**config.mk**
```make
export PLATFORM = sky130hd
export DESIGN_NAME = pipeline_hazard_ctrl
export DESIGN_NICKNAME = d
export VERILOG_FILES = /design/src/rtl/pipeline_hazard_ctrl.sv
export SDC_FILE = /design/constraint.sdc
export NUM_CORES = 1
export LEC_CHECK = 0
export CORE_MARGIN = 2
export CORE_UTILIZATION = 38
export CTS_BUF_LIST = sky130_fd_sc_hd__clkbuf_8
export DETAILED_ROUTE_END_ITERATION = 6
export HOLD_SLACK_MARGIN = 0.02
export PLACE_DENSITY_LB_ADDON = 0.05
export SKIP_LAST_GASP = 1
export SYNTH_ARGS = -nofsm -noshare
export SYNTH_HDL_FRONTEND = slang
export SYNTH_SLANG_ARGS = --single-unit
```
**constraint.sdc**
```tcl
create_clock -name clk -period 2.7 [get_ports clk]
set_input_delay 0.54 -clock clk [delete_from_list [all_inputs] [get_ports clk]]
set_output_delay 0.54 -clock clk [all_outputs]
set_load 0.05 [all_outputs]
```
**src/rtl/pipeline_hazard_ctrl.sv**
```systemverilog
// Front-end control for the rv32 core: fetch redirect on branches and traps,
// prioritised trap entry with per-source ack, CSR RAW stall and atomic CSR drain.
module pipeline_hazard_ctrl #(
  parameter int N_TRAP_SRC   = 4,
  parameter int N_CSR_STAGES = 2,
  parameter int ATOMIC_DRAIN = 3,
  localparam int IDX_W = (N_TRAP_SRC > 1) ? $clog2(N_TRAP_SRC) : 1,
  localparam int CNT_W = (ATOMIC_DRAIN > 1) ? $clog2(ATOMIC_DRAIN) : 1
) (
  input  logic                       clk,
  input  logic                       rst_n,
  input  logic                       branch,
  input  logic [31:0]                branch_addr,
  input  logic [N_TRAP_SRC-1:0]      trap_req,
  input  logic [32*N_TRAP_SRC-1:0]   trap_addr,
  output logic [N_TRAP_SRC-1:0]      trap_ack,
  input  logic                       csr_rd_en,
  input  logic [11:0]                decode_csr_addr,
  input  logic [N_CSR_STAGES-1:0]    csr_wr_en,
  input  logic [12*N_CSR_STAGES-1:0] csr_wr_addr,
  input  logic                       atomic_csr,
  input  logic                       bubble_decode,
  input  logic                       squash_decode,
  output logic                       next_pc_en,
  output logic [31:0]                next_pc,
  output logic                       bubble_fetch,
  output logic                       stall_decode,
  output logic                       trap_insert,
  output logic [IDX_W-1:0]           trap_idx,
  output logic                       atomic_csr_pending,
  output logic                       busy
);

  typedef enum logic [1:0] {RUN, ATOMIC, TRAP_WAIT} state_t;

  state_t           state_q, state_d;
  logic [CNT_W-1:0] cnt_q, cnt_d;
  logic [IDX_W-1:0] idx_q, idx_d;
  logic [31:0]      addr_q, addr_d;

  logic             empty, branch_v, csr_rd_v, atomic_v;
  logic             csr_hit, insert, pending;
  logic [IDX_W-1:0] sel_idx;
  logic [31:0]      sel_addr;
  logic [N_TRAP_SRC-1:0] ack_raw;

  // An empty or squashed decode slot must not redirect, stall or start a drain.
  assign empty    = bubble_decode | squash_decode;
  assign branch_v = branch & ~empty;
  assign csr_rd_v = csr_rd_en & ~empty;
  assign atomic_v = atomic_csr & ~empty;

  always_comb begin
    sel_idx  = '0;
    sel_addr = '0;
    for (int k = N_TRAP_SRC - 1; k >= 0; k--) begin
      if (trap_req[k]) begin
        sel_idx  = IDX_W'(k);
        sel_addr = trap_addr[32*k +: 32];
      end
    end
  end

  always_comb begin
    csr_hit = 1'b0;
    for (int k = 0; k < N_CSR_STAGES; k++) begin
      if (csr_wr_en[k] && (csr_wr_addr[12*k +: 12] == decode_csr_addr)) csr_hit = 1'b1;
    end
  end

  always_ff @(posedge clk) begin
    if (!rst_n) begin
      state_q <= RUN;
      cnt_q   <= '0;
      idx_q   <= '0;
      addr_q  <= '0;
    end else begin
      state_q <= state_d;
      cnt_q   <= cnt_d;
      idx_q   <= idx_d;
      addr_q  <= addr_d;
    end
  end

  // Arbitration happens only in RUN; an atomic op in decode wins over a trap.
  always_comb begin
    state_d = state_q;
    cnt_d   = cnt_q;
    idx_d   = idx_q;
    addr_d  = addr_q;
    insert  = 1'b0;
    pending = 1'b0;
    unique case (state_q)
      RUN: begin
        if (atomic_v) begin
          state_d = ATOMIC;
          cnt_d   = CNT_W'(ATOMIC_DRAIN - 1);
          pending = 1'b1;
        end else if (|trap_req) begin
          state_d = TRAP_WAIT;
          idx_d   = sel_idx;
          addr_d  = sel_addr;
        end
      end
      ATOMIC: begin
        pending = 1'b1;
        if (cnt_q == '0) state_d = RUN;
        else             cnt_d   = cnt_q - CNT_W'(1);
      end
      TRAP_WAIT: begin
        if (empty) begin
          insert  = 1'b1;
          state_d = RUN;
        end
      end
      default: state_d = RUN;
    endcase
  end

  always_comb begin
    ack_raw = '0;
    if (insert) ack_raw[idx_q] = 1'b1;
  end

  // Outputs are forced low while reset is held so nothing leaks mid-reset.
  assign trap_ack           = rst_n ? ack_raw : '0;
  assign trap_insert        = rst_n & insert;
  assign next_pc_en         = rst_n & (branch_v | insert);
  assign next_pc            = !rst_n ? 32'h0 : (branch_v ? branch_addr : addr_q);
  assign bubble_fetch       = rst_n & (branch_v | (state_q != RUN) | atomic_v |
                                       ((state_q == RUN) & (|trap_req)));
  assign stall_decode       = rst_n & csr_rd_v & csr_hit;
  assign trap_idx           = rst_n ? idx_q : '0;
  assign atomic_csr_pending = rst_n & pending;
  assign busy               = rst_n & (state_q != RUN);

endmodule

```
==> run metrics <==
drt wl/cell=~17 microns; clock latency on the worst-skew pair=290 ps; Core ar.=0.00868 sq mm; I/O pin cnt=253; TritonCTS buffer count=5; fin. max-slew vios=0; Worst Setup Start Kind=primary input; reg2reg start=state_q[1]$_SDFFE_PN0P_; reg-to-reg slack, setup=1080 ps; HPWL Detailed=10.1 mm; Die Wd=a little under 100 microns; Layout Nets=900; hold path startpoint=cnt_q[0]$_SDFFE_PN0P_; Initial Util=38.8%; vias per inst=5.37; Logic pwr share=about half; routability congestion estimate=0.906; Synth Area per Inst=about 7.3 sq um; MaxCap Viol Count=0; clock skew=7.29 ps; largest net degree at the start of global routing=71; internal power=approximately 1500 uW; dpl ws=-130 ps; Mapped Cells=459; CTS Buffer Depth=2; Final period util=96.6%; hold path cells=2; DRC viols=0; Worst Path Required=2160 ps; first-pass GRT wire length=just over 20 mm; htree depth=2; Max Clk Rate=383 MHz; Post-synth ARST share=0%; Global Route Usage Sum=a little over a quarter; Syn Std Cell Area=around 0.0034 sq mm; Primary FF master, synth=dfxtp_1; Post-synth EDFFs=0; port bufs=252; Worst Path Arrival=2070 ps; worst hold path class=reg -> reg; critical path peak fanout=70; Final Hold Viols=0; pwr/cell area=352 mW/mm^2; status=completed; Post-DP Area=~0.0064 sq mm; Final ANT Viol Nets=0; CP endpoint kind=primary output; Final Util=roughly 76%; CTS root buf=clkbuf_8; worst-margin pin slew=1120 ps; post-route worst setup slack=approximately 92 ps; setup bufs post-CTS=0; cts hold-fix bufs=0; Hold EP=cnt_q[0]$_SDFFE_PN0P_; syn nets=669; Critical Path, Cell by Cell=clkdlybuf4s50_1, inv_2, buf_6, a21oi_1, buf_12; GR Overflow Total=0; Clock Sink Count=38; share of layout cells above drive strength 1=20.4%; fin crit period=2610 ps; num rows=34; setup TNS=0 ps; number of diodes=0; slowest CP cell=buf_6; initial antenna violation count=0; vias in the first global route=4235; Die Area=~0.0096 sq mm; Layout area overhead=95.7%; Sw Pwr=around 800 uW; design area=about 0.0066 sq mm; via count=4291; clk slew on worst S/H paths=70 ps; Hold Worst Slack=512 ps; yosys warns=0; Seq/Total Area, Yosys=about 23%; CTS tree=yes; RSZ-0062 raised after global routing=true; routed wire length=about 13 mm; library cells used by synthesis=36; reg-to-reg endpoint=addr_q[20]$_SDFFE_PN0P_; LEAKAGE=roughly 0.0025 uW; Clock power frac=19.9%; sw frac=approximately a third; chip height=between 90 and 100 microns; Layout fillers=621; crit-path max cell delay=560 ps; Max VDD drop=roughly 0.00019 V; cells on worst reg2reg path=4; Yosys reg bits=38; final setup fails=0; Slew HR=25.2%; Iteration-0 DRC Markers=between 150 and 200; power share of the sequential group=28.7%; Worst Setup Path Type=in -> out; Detailed Routing Iterations Pass 1=5
-- cells in the final DEF, fill, tap and decap left out, types with 3 or more instances in the layout --
| cell | Yosys | routed |
|---|---|---|
| a211oi_2 | 30 | 30 |
| a221o_1 | 31 | 31 |
| inv_1 | 36 | 36 |
| buf_4 | 3 | 14 |
| dfxtp_1 | 38 | 38 |
| o21ai_0 | 6 | 5 |
| clkdlybuf4s50_1 | 0 | 204 |
| nand4_1 | 4 | 4 |
| clkbuf_8 | 0 | 8 |
| nor2_1 | 43 | 41 |
| buf_12 | 0 | 46 |
| a22oi_1 | 32 | 32 |
| xnor2_1 | 24 | 24 |
| nor3_1 | 5 | 4 |
| a21oi_2 | 0 | 27 |
| nand2_1 | 70 | 70 |
| and2_1 | 3 | 3 |
| a21oi_1 | 68 | 41 |
-- registers in the layout, indices dropped and copies added (netlist names) --
| name | flops |
|---|---|
| cnt_q | 2 |
| state_q | 2 |
| idx_q | 2 |
| addr_q | 32 |
-- repair_timing --
| item | in CTS | in global routing |
|---|---|---|
| gates resized for setup | 1 | 32 |
| pin swaps | 0 | 2 |
| setup endpoints to repair | 6 | 36 |
-- through the flow --
step / std cells / total power [uW]
2_1_floorplan: 459 / 1260
3_3_place_gp: 791 / 1820
3_5_place_dp: 791 / 1840
4_1_cts: 799 / 2300
5_1_grt: 799 / 2430
6_report: 799 / 2320
-- synthesized netlist by cell type, types with 3 or more instances --
master,n,share of area (%)
a22oi_1,32,7.1
a221o_1,31,9.2
nand2_1,70,7.8
a21oi_1,68,10
clkbuf_1,22,2.5
a211oi_2,30,11
dfxtp_1,38,23
inv_1,36,4.0
nor3_1,5,0.74
nand4_1,4,0.74
buf_4,3,0.67
and2_1,3,0.56
o21ai_0,6,0.89
buf_2,9,1.3
nor2_1,43,4.8
buf_6,9,3.0
xnor2_1,24,6.2
-- layout make-up --
class	instances	area [sq um]	area share (%)
clock buffer	8	110	1.67
inverter	38	143	2.16
multi-input combinational	338	2330	35.4
sequential	38	761	11.5
tap	108	135	2.05
timing repair buffer	269	3110	47.2
-- worst max-delay path, delay by kind of cell --
| family | cells | cell delay (ps) |
|---|---|---|
| AOI/OAI and AO/OA | 1 | 170 |
| buffers and inverters | 4 | 1260 |
-- per-layer routing --
metal / part of all wire (%) / up-vias / global-route usage (%)
met2: 53 / 179 / 50.0
li1: - / 2105 / -
met4: 1.4 / 0 / 5.80
met3: 7.3 / 14 / 5.94
met1: 39 / 1993 / 29.3
met5: 0 / - / 0
-- power groups by stage --
stage | combinational (uW) | sequential [uW] | clock [uW]
final | 1190 | 667 | 461
after global routing | 1270 | 674 | 483
after CTS | 1170 | 666 | 468
after detailed placement | 1170 | 677 | 0
after global placement | 1150 | 676 | 0
after floorplan | 595 | 663 | 0
-- logic make-up (layout without fill, tap and decap cells) --
family,Yosys count,count (layout),share of synthesized area (%)
DFF,38,38,22.6
xor gates and xnor gates,24,24,6.24
and+or+nand+nor,138,138,18.3
AOI/OAI and AO/OA,174,174,40.3
muxes,1,1,0.297
buffers and inverters,83,315,11.9
adders and majority gates,1,1,0.371
-- how the worst max path moves through the flow --
| stage | start | endpoint | cells past startpoint |
|---|---|---|---|
| after floorplan | rst_n | trap_ack[2] | 5 |
| after global placement | rst_n | next_pc_en | 5 |
| after detailed placement | trap_req[3] | addr_q[1]$_SDFFE_PN0P_ | 6 |
| after CTS | squash_decode | next_pc[3] | 7 |
| after global routing | rst_n | trap_ack[2] | 7 |
| final | rst_n | next_pc[5] | 5 |
(Power assumes the default switching activity.)
